### src/rtl/tour_cmd.sv
// tour_cmd: replays a solved knight's tour as vertical/horizontal motion
// commands to the command processor; passes UART commands through when idle.
module tour_cmd (
  input  logic        clk,
  input  logic        rst_n,
  input  logic        start_tour,
  input  logic [7:0]  move,
  output logic [4:0]  mv_indx,
  input  logic [15:0] cmd_UART,
  input  logic        cmd_rdy_UART,
  output logic [15:0] cmd,
  output logic        cmd_rdy,
  input  logic        clr_cmd_rdy,
  input  logic        send_resp,
  output logic [7:0]  resp
);

  localparam int unsigned LAST_MOVE = 23;

  localparam logic [2:0] IDLE   = 3'd0;
  localparam logic [2:0] VERT   = 3'd1;
  localparam logic [2:0] HOLD_V = 3'd2;
  localparam logic [2:0] HORZ   = 3'd3;
  localparam logic [2:0] HOLD_H = 3'd4;

  localparam logic [3:0] OP_MOVE    = 4'b0010;
  localparam logic [3:0] OP_FANFARE = 4'b0011;

  localparam logic [7:0] HDG_N = 8'h00;
  localparam logic [7:0] HDG_W = 8'h3F;
  localparam logic [7:0] HDG_S = 8'h7F;
  localparam logic [7:0] HDG_E = 8'hBF;

  localparam logic [7:0] RESP_DONE = 8'hA5;
  localparam logic [7:0] RESP_MOVE = 8'h5A;

  logic [2:0]  state;
  logic [2:0]  nxt_state;
  logic [4:0]  nxt_indx;
  logic [7:0]  v_head;
  logic [3:0]  v_sq;
  logic [7:0]  h_head;
  logic [3:0]  h_sq;
  logic [15:0] vert_cmd;
  logic [15:0] horz_cmd;
  logic        last_move;

  assign last_move = (mv_indx == 5'(LAST_MOVE));
  assign vert_cmd  = {OP_MOVE, v_head, v_sq};
  assign horz_cmd  = {OP_FANFARE, h_head, h_sq};

  // Decode the one-hot move into its two legs; anything else is a null move.
  always_comb begin
    v_head = HDG_N;
    v_sq   = 4'd0;
    h_head = HDG_N;
    h_sq   = 4'd0;
    case (move)
      8'h01: begin v_head = HDG_N; v_sq = 4'd2; h_head = HDG_W; h_sq = 4'd1; end
      8'h02: begin v_head = HDG_N; v_sq = 4'd2; h_head = HDG_E; h_sq = 4'd1; end
      8'h04: begin v_head = HDG_N; v_sq = 4'd1; h_head = HDG_W; h_sq = 4'd2; end
      8'h08: begin v_head = HDG_S; v_sq = 4'd1; h_head = HDG_W; h_sq = 4'd2; end
      8'h10: begin v_head = HDG_S; v_sq = 4'd2; h_head = HDG_W; h_sq = 4'd1; end
      8'h20: begin v_head = HDG_S; v_sq = 4'd2; h_head = HDG_E; h_sq = 4'd1; end
      8'h40: begin v_head = HDG_S; v_sq = 4'd1; h_head = HDG_E; h_sq = 4'd2; end
      8'h80: begin v_head = HDG_N; v_sq = 4'd1; h_head = HDG_E; h_sq = 4'd2; end
      default: begin end
    endcase
  end

  // State and move-index registers with synchronous reset.
  always_ff @(posedge clk) begin
    if (!rst_n) begin
      state   <= IDLE;
      mv_indx <= 5'd0;
    end else begin
      state   <= nxt_state;
      mv_indx <= nxt_indx;
    end
  end

  // Next state: each strobe is honoured only in the phase that expects it.
  always_comb begin
    nxt_state = state;
    nxt_indx  = mv_indx;
    case (state)
      IDLE: begin
        if (start_tour) begin
          nxt_state = VERT;
          nxt_indx  = 5'd0;
        end
      end
      VERT:   if (clr_cmd_rdy) nxt_state = HOLD_V;
      HOLD_V: if (send_resp)   nxt_state = HORZ;
      HORZ:   if (clr_cmd_rdy) nxt_state = HOLD_H;
      HOLD_H: begin
        if (send_resp) begin
          if (last_move) begin
            nxt_state = IDLE;
          end else begin
            nxt_state = VERT;
            nxt_indx  = mv_indx + 5'd1;
          end
        end
      end
      default: nxt_state = IDLE;
    endcase
  end

  // Outputs: UART passthrough when idle, otherwise the current leg.
  always_comb begin
    cmd     = cmd_UART;
    cmd_rdy = cmd_rdy_UART;
    resp    = RESP_DONE;
    case (state)
      VERT: begin
        cmd     = vert_cmd;
        cmd_rdy = 1'b1;
        resp    = RESP_MOVE;
      end
      HOLD_V: begin
        cmd     = vert_cmd;
        cmd_rdy = 1'b0;
        resp    = RESP_MOVE;
      end
      HORZ: begin
        cmd     = horz_cmd;
        cmd_rdy = 1'b1;
        resp    = last_move ? RESP_DONE : RESP_MOVE;
      end
      HOLD_H: begin
        cmd     = horz_cmd;
        cmd_rdy = 1'b0;
        resp    = last_move ? RESP_DONE : RESP_MOVE;
      end
      default: begin end
    endcase
  end

endmodule

### config.mk
export PLATFORM = sky130hd
export DESIGN_NAME = tour_cmd
export DESIGN_NICKNAME = d
export VERILOG_FILES = /design/src/rtl/tour_cmd.sv
export SDC_FILE = /design/constraint.sdc
export NUM_CORES = 1
export LEC_CHECK = 0
export CAP_MARGIN = 0
export CORE_MARGIN = 3
export CORE_UTILIZATION = 39
export DETAILED_ROUTE_END_ITERATION = 12
export PLACE_DENSITY = 0.81
export SYNTH_ARGS = -nofsm -noshare
export SYNTH_HDL_FRONTEND = slang
export SYNTH_SLANG_ARGS = --single-unit
### constraint.sdc
create_clock -name clk -period 1.7 [get_ports clk]
set_input_delay 0.17 -clock clk [delete_from_list [all_inputs] [get_ports clk]]
set_output_delay 0.17 -clock clk [all_outputs]
set_load 0.005 [all_outputs]
## Word-level counts from Yosys, hierarchy flattened

Index checks and enable logic that the tools add are counted.

- Flip-flop bits (word level): 8
- Bits of input ports: 30

- Eq/ne operators: 19
- Reduce and logical (&&, ||, !) cells: 13
- Mux-type cells: 19
- Add/sub/neg operators: 1

Operator list:

| cell | count |
|---|---|
| 16-bit case mux with 2 select lines | 1 |
| 8-bit case mux with 2 select lines | 2 |
| 4-bit OR reduction | 5 |
| 3-bit 2-to-1 mux | 5 |
| 5-bit 2-to-1 mux | 3 |
| 3-bit case mux with 5 select lines | 1 |
| 2-bit != test (second input constant) | 6 |
| 5-bit case mux with 2 select lines | 1 |
| 8-bit by 1-bit equality test with 1-bit output (second input constant) | 1 |
| 8-bit by 2-bit equality test with 1-bit output (second input constant) | 1 |
| 8-bit by 3-bit equality test with 1-bit output (second input constant) | 1 |
| 8-bit by 4-bit equality test with 1-bit output (second input constant) | 1 |
| 8-bit by 5-bit equality test with 1-bit output (second input constant) | 1 |
| 8-bit by 6-bit equality test with 1-bit output (second input constant) | 1 |
| 8-bit by 7-bit equality test with 1-bit output (second input constant) | 1 |
| 8-bit equality test (second input constant) | 1 |
| 8-bit 2-to-1 mux | 1 |
| 2-bit case mux with 2 select lines | 2 |
| 2-bit OR reduction | 4 |
| 7-bit 2-to-1 mux | 1 |
| 3-bit by 2-bit equality test with 1-bit output (second input constant) | 2 |
| 5-bit by 1-bit adder with 5-bit output (second input constant) | 1 |
| 5-bit equality test (second input constant) | 1 |
| 5-bit AND reduction | 1 |
| other kinds (7) | 7 |

## Logic depth before layout (Yosys ltp)

Gate-level depths: netlist of the first run.

- Depth in word-level cells: 4
- Mapped depth: 6
- Mapped depth without buffers: 5

## Worst setup path after synthesis of the first run

OpenSTA, ideal clock, no wires.

- Path type: reg-to-output
- Start point: register state[0]
- End point: output resp[3]
- Setup slack: 0.126 ns
- Data arrival time: 1.404 ns
- Path buffers: 2
- Stages on the path, launching flop included: 6
- Cell sequence: dfxtp_1 or2_0 buf_2 o21ai_0 o21ai_0 buf_4

- Longest elaborated chain between the ends: 3
- Elaborated cells on any way between the ends: 7

RTL lines:

| what | RTL line | text |
|---|---|---|
| from (decl) | 37 | `logic [2:0] state;` |
| from (signal assigned) | 77 | `state <= nxt_state;` |
| 3-bit equality test (tied with other cells) | 115 | `case (state)` |
| 2-bit OR reduction (no line) | -- |  |
| 8-bit case mux with 2 select lines * | 115 |  |
| to (decl) | 15 | `output logic [7:0] resp` |

Mark *: on every way between the ends. The rest lies on a longest branch, timed or not.

## Final worst setup path of the first run

- Start point: register state[1]
- End point: output cmd[10]

- Longest elaborated chain between the ends: 3
- Elaborated cells on any way between the ends: 7

RTL lines:

| what | RTL line | text |
|---|---|---|
| 3-bit equality test (tied with other cells) | 115 |  |
| 2-bit OR reduction (no line) | -- |  |
| 16-bit case mux with 2 select lines * | 115 |  |
| to (decl) | 11 | `output logic [15:0] cmd,` |

Marks and branches as above.

==> summary.md, run 1 <==
| Metric | Value |
|---|---|
| CTS tree | built |
| Synth Warn # | 0 |
| RSZ-0062 raised after global routing | yes |
| Vias in the first global route | 1573 |
| CTS root buf | clkbuf_4 |
| Core area | 0.00254 mm2 |
| Sw frac | 36.6% |
| Hold depth | 2 |
| Status | complete, but fails checks |
| Slowest cell on the critical path | dfxtp_4 |
| Share of layout cells above drive strength 1 | 49.2% |
| Static leakage | 0.993 nW |
| Hold EP | mv_indx[4] |
| Syn Nets | 178 |
| Commonest non-fill, non-tap cell in the layout | buf_4 |
| Vias after detailed routing | 1600 |
| Fillers | 136 |
| Comb power frac | 64.3% |
| Max-slew headroom | 70.7% |
| DIE AREA | 0.00342 mm2 |
| Data required, critical path | 1.53 ns |
| Final Cycle Share | 100% |
| Final setup violation count | 1 |
| Seq/Total Area, Yosys | 14.9% |
| Synthesized flop and latch total | 8 |
| Critical path buffers and inverters | 3 |
| Fmax | 0.586 GHz |
| Via/cell ratio | 5.84 |
| Cell Area, Synth | 0.00107 mm2 |
| Finished Core Util | 86.6% |
| Ys flop type | dfxtp_1 |
| Setup ws final | -0.00560 ns |
| Clock Skews | 0.00481 ns |
| Total grt overflow | 0 |
| Endpoint class of the critical path | primary output |
| Period minus WS final | 1.71 ns |
| Hold Crit Start | mv_indx[4] |
| Sink Count | 8 |
| Row count | 18 |
| Distinct cells, synth | 49 |
| Worst Hold Class | flip-flop to flip-flop |
| Reg-to-reg slack, setup | 0.01 ns |
| WS Path Type | flip-flop to primary output |
| Final Max Slew Viols | 0 |
| Post-synth EDFFs | 0 |
| ANT nets after route | 0 |
| Cells on worst reg2reg path | 6 |
| Worst-path fanout max | 6 |
| Int Pwr | 0.643 mW |
| Later-pin clock latency in the skew report | 0.26 ns |
| Reg power frac | 20.8% |
| Max Cap Viol | 0 |
| Power per cell area | 460 mW/mm2 |
| Htree depth | 1 |
| Diode count | 0 |
| I/O Pins | 60 |
| Initial antenna violation count | 0 |
| P&R area growth vs syn | 105% |
| Fin nets | 277 |
| Die Wd | 58.5 um |
| CP peak stage delay | 0.37 ns |
| Switching power | 0.371 mW |
| Clock slew at reported path FFs | 0.06 ns |
| PortBufs | 59 |
| RR Startpoint | state[2] |
| Slew of the pin with the lowest slew margin | 0.436 ns |
| Initial drt markers | 77 |
| Crit path max-delay family | buffers and inverters |
| Drt total wl | 4850 um |
| Count of final hold-check violations | 0 |
| First-pass GRT wire length | 6730 um |
| DRC | 0 |
| Most frequent cells in the layout | buf_4 (43), clkdlybuf4s50_1 (26), buf_2 (16), nand2_1 (13), buf_6 (12) |
| Post-synthesis cell count | 147 |
| Failing checks | setup timing |
| CTS Hold Buffers Added | 0 |
| CTS Buf Count | 3 |
| Height of the die | 58.5 um |
| Cell Chain, Critical Path | nor2_4 -> xnor2_2 -> buf_4 -> buf_4 -> nand2_1 -> nand2_1 -> clkdlybuf4s15_1 |
| Largest net degree at the start of global routing | 17 |
| Fraction of registers with async set or reset after synthesis | 0% |
| Crit Reg-Reg Endpoint | mv_indx[1] |
| CP Launch Type | flip-flop |
| GPL Wtd Cong | 0.836 |
| DR pass1 iterations | 4 |
| Hold Slack | 0.551 ns |
| Placed wire-length estimate | 3010 um |
| Clock Tree Buf Depth | 2 |
| Mean Syn Cell Area | 7.30 um2 |
| Clk network pwr share | 14.9% |
| DR WL/cell | 17.7 um |
| Initial Util | 42.2% |
| WP data arrival | 1.54 ns |
| Max VDD drop | 541 uV |
| Levels on crit path | 7 |
| Total GRT Usage | 24.7% |
final cells by class:
class | instances | area, um2 | area share [%]
Clock buffer | 3 | 22.5 | 1.02
Inverter | 5 | 21.3 | 0.965
Multi-Input combinational cell | 117 | 1010 | 45.8
Sequential cell | 8 | 171 | 7.78
Tap cell | 30 | 37.5 | 1.70
Timing Repair Buffer | 111 | 942 | 42.8
flip-flops by register name (all words and copies together) (netlist names):
register  cells
mv_indx       5
state         3
power by group through the flow:
stage / Combinational [mW] / Sequential, mW / Clock, mW
final: 0.652 / 0.210 / 0.151
after global routing: 0.692 / 0.211 / 0.157
after CTS: 0.531 / 0.206 / 0.152
after detailed placement: 0.555 / 0.208 / 0
after global placement: 0.540 / 0.207 / 0
after floorplan: 0.242 / 0.205 / 0
Yosys cell counts (all sizes together), types with 5 or more instances:
library cell | number | area share, %
nand3 | 5 | 2.3
a21oi | 8 | 3.7
and2 | 5 | 2.9
inv | 5 | 1.7
nor4 | 5 | 3.5
buf | 13 | 8.6
o21ai | 6 | 2.8
nor2 | 7 | 2.4
o211ai | 9 | 6.3
dfxtp | 8 | 15
nand2 | 17 | 5.9
cells by family after synthesis:
kind of cell	count (synthesis)	synth area share (%)
compound gates	45	32.6
xor+xnor	5	4.08
fa+ha+maj	1	1.17
buf+inv	22	11.8
flops	8	14.9
simple gates	66	35.4
worst register-to-register path: stages, from the launching register on:
cell and delay [ns]:
dfxtp_2 0.39, buf_6 0.21, and2b_1 0.25, a31oi_4 0.19, clkdlybuf4s15_2 0.27, o21ai_0 0.09, a21boi_0 0.20
layer usage:
metal	global-route usage, %	wire length (um)	vias to the layer above	share of wire [%]
met5	0	0	-	0
met4	8.94	131	0	2.7
met3	4.17	310	13	6.4
met2	50.1	2610	70	54
met1	24.3	1800	765	37
li1	-	-	752	-
metrics by stage:
step	instance area [um2]	power, mW	TNS (ns)	instances	setup WS (ns)
5_1_grt	2200	1.06	-0.494	274	-0.0492
2_1_floorplan	1070	0.447	0	147	0.126
3_3_place_gp	1870	0.747	-6.76	256	-0.624
3_5_place_dp	1870	0.763	-7.80	256	-0.697
4_1_cts	1920	0.888	-1.16	264	-0.204
6_report	2200	1.01	-0.00560	274	-0.00560
worst max-delay path by stage:
stage | from | endpoint
after floorplan | state[0] | resp[3]
final | state[1] | cmd[10]
after global placement | move[7] | cmd[8]
after detailed placement | move[7] | cmd[5]
after global routing | state[2] | mv_indx[1]
after CTS | state[0] | cmd[2]
what timing repair did:
item	4_1_cts	5_1_grt
endpoints found under the hold margin	0	0
pin swaps	15	15
cloned	0	1
setup endpoints to repair	25	28
gates resized for setup	115	61
setup buffers	5	11
No activity file was read; power rests on OpenSTA's default activity.
==> run 2: changes to the inputs <==
--- a/config.mk
+++ b/config.mk
@@ -6,10 +6,10 @@
 export NUM_CORES = 1
 export LEC_CHECK = 0
 export CAP_MARGIN = 0
-export CORE_MARGIN = 3
 export CORE_UTILIZATION = 39
 export DETAILED_ROUTE_END_ITERATION = 12
 export PLACE_DENSITY = 0.81
+export REMOVE_ABC_BUFFERS = 1
 export SYNTH_ARGS = -nofsm -noshare
 export SYNTH_HDL_FRONTEND = slang
 export SYNTH_SLANG_ARGS = --single-unit
==> summary.md, run 2 (synthesis results as in run 1) <==
| Metric | Value |
|---|---|
| Initial Util | 42.2% (unchanged) |
| Hold depth | 2 (unchanged) |
| Period minus WS final | 1.87 ns (+0.161 ns) |
| Reg with most FFs | mv_indx |
| Max Cap Viol | 0 (unchanged) |
| Count of final hold-check violations | 0 (unchanged) |
| Data required, critical path | 1.53 ns (about the same) |
| CTS Buf Count | 3 (unchanged) |
| Max VDD drop | 468 uV (-14%) |
| Slowest cell on the critical path | nor4_2 |
| Final setup violation count | 12 (+11) |
| Vias in the first global route | 1603 (+1.9%) |
| Htree depth | 1 (unchanged) |
| Sink Count | 8 (unchanged) |
| Levels on crit path | 8 (+1) |
| Clock slew at reported path FFs | 0.06 ns (about the same) |
| WS Path Type | input port to primary output |
| Power per cell area | 471 mW/mm2 (+2.3%) |
| Clock Skews | 0.000864 ns (-0.00395 ns) |
| DR WL/cell | 19.8 um (+12%) |
| Slew of the pin with the lowest slew margin | 0.402 ns (-0.0337 ns) |
| DRC | 0 (unchanged) |
| Largest register FFs | 5 (unchanged) |
| Via/cell ratio | 6.12 (+4.8%) |
| Commonest non-fill, non-tap cell in the layout | buf_4 |
| P&R area growth vs syn | 110% |
| Endpoint class of the critical path | primary output |
| Setup ws final | -0.167 ns (-0.161 ns) |
| DR pass1 iterations | 5 (+1) |
| Cells on worst reg2reg path | 6 (unchanged) |
| Core area | 0.00254 mm2 (unchanged) |
| ANT nets after route | 0 (unchanged) |
| Biggest regs | mv_indx: 5 flops, state: 3 flops |
| CTS tree | built |
| Worst Hold Class | flip-flop to flip-flop |
| Fmax | 0.536 GHz (-8.6%) |
| Drt total wl | 5520 um (+14%) |
| Status | complete, but fails checks |
| Layout Cells excl Fill | 279 (+1.8%) |
| I/O Pins | 60 (unchanged) |
| Cell Chain, Critical Path | buf_2 -> buf_4 -> nor4_2 -> buf_4 -> a22oi_4 -> buf_6 -> o211ai_1 -> buf_2 |
| WP data arrival | 1.70 ns (+0.16 ns) |
| Placed wire-length estimate | 3010 um (about the same) |
| First-pass GRT wire length | 6610 um (-1.8%) |
| Critical path buffers and inverters | 5 (+2) |
| Crit path max-delay family | buffers and inverters |
| RSZ-0062 raised after global routing | yes |
| Initial antenna violation count | 0 (unchanged) |
| Later-pin clock latency in the skew report | 0.27 ns (about the same) |
| Hold Crit Start | mv_indx[4] |
| GPL Wtd Cong | 0.796 (-4.8%) |
| DIE AREA | 0.00297 mm2 (-13%) |
| CP Launch Type | input port |
| Clock Tree Buf Depth | 2 (unchanged) |
| Final Cycle Share | 110% (+9.5 points) |
| Fin nets | 282 (+1.8%) |
| Diode count | 0 (unchanged) |
| Met2 GRT Util | 63.4% (+13 points) |
| Static leakage | 1.02 nW (+3.0%) |
| Grt met1 use | 28.7% (+4.4 points) |
| Die Wd | 54.5 um (-6.8%) |
| Failing checks | setup timing |
| CTS root buf | clkbuf_4 |
| Total grt overflow | 0 (unchanged) |
| Height of the die | 54.5 um (-6.8%) |
| Grt peak-use layer | met2 |
| Row count | 18 (unchanged) |
| Final Max Slew Viols | 0 (unchanged) |
| Post-place setup slack | -0.721 ns (-0.0240 ns) |
| Initial drt markers | 61 (-21%) |
| Share of layout cells above drive strength 1 | 51.8% (+2.6 points) |
| CP peak stage delay | 0.33 ns (-0.04 ns) |
| CP Launch Point | move[3] |
| GR Util met3 | 2.78% (-1.4 points) |
| Inst Count DP | 260 (+1.6%) |
| Reg-to-reg slack, setup | 0.04 ns (+0.03 ns) |
| Largest net degree at the start of global routing | 12 (-5) |
| Vias after detailed routing | 1708 (+6.8%) |
| Most frequent cells in the layout | buf_4 (49), clkdlybuf4s50_1 (26), buf_2 (15), nand2_1 (14), buf_6 (12) |
| Total GRT Usage | 30.6% (+5.9 points) |
| Worst-path fanout max | 5 (-1) |
| PortBufs | 59 (unchanged) |
| Max-slew headroom | 73.0% (+2.2 points) |
| RR Startpoint | mv_indx[0] |
-- run 2: area by class of cell --
| cell class | instances | area, um2 |
|---|---|---|
| Tap cell | 30 | 37.5 |
| Timing Repair Buffer | 116 | 982 |
| Fill cell | 122 | 292 |
| Multi-Input combinational cell | 117 | 1020 |
| Sequential cell | 8 | 174 |
| Inverter | 5 | 21.3 |
| Clock buffer | 3 | 22.5 |
-- run 2: worst register-to-register path, stage by stage (launching register included) --
cell and delay [ns]:
dfxtp_2 0.34, ha_4 0.16, nand4b_1 0.16, buf_4 0.16, a31oi_4 0.13, or4_4 0.51
a21oi_2 0.14
-- run 2: metrics by stage --
step / hold WS [ns] / power (mW) / area, um2 / utilization (%) / TNS [ns]
2_1_floorplan: 0.292 / 0.392 / 966 / - / -1.28
3_3_place_gp: 0.486 / 0.751 / 1900 / 74.7 / -7.12
3_5_place_dp: 0.497 / 0.771 / 1900 / 74.7 / -8.32
4_1_cts: 0.514 / 0.960 / 2090 / 82.0 / -1.39
5_1_grt: 0.545 / 1.11 / 2250 / 88.5 / -1.75
6_report: 0.528 / 1.06 / 2250 / 88.5 / -0.671
-- run 2: worst paths after layout --
check | end
hold / removal | mv_indx[4]
setup reg to reg | mv_indx[3]
hold reg to reg | mv_indx[4]
setup / recovery | cmd[7]
-- run 2: what timing repair did --
action                                  CTS  global route
buffers inserted                         12             7
pin swaps                                17            19
hold buffers                              0             0
endpoints found under the setup margin   28            30
gates resized for setup                 111            68
-- run 2: layer usage --
metal | up-vias | share of wire, % | wire, um
li1 | 756 | - | -
met1 | 814 | 35 | 1930
met2 | 112 | 53 | 2940
met3 | 26 | 7.8 | 432
met4 | 0 | 3.9 | 216
met5 | - | 0 | 0
-- run 2: report_power, final --
part | internal (mW) | switching, mW | total [mW]
Clock | 0.0817 | 0.0790 | 0.161
Sequential | 0.194 | 0.0131 | 0.207
Combinational | 0.379 | 0.313 | 0.692
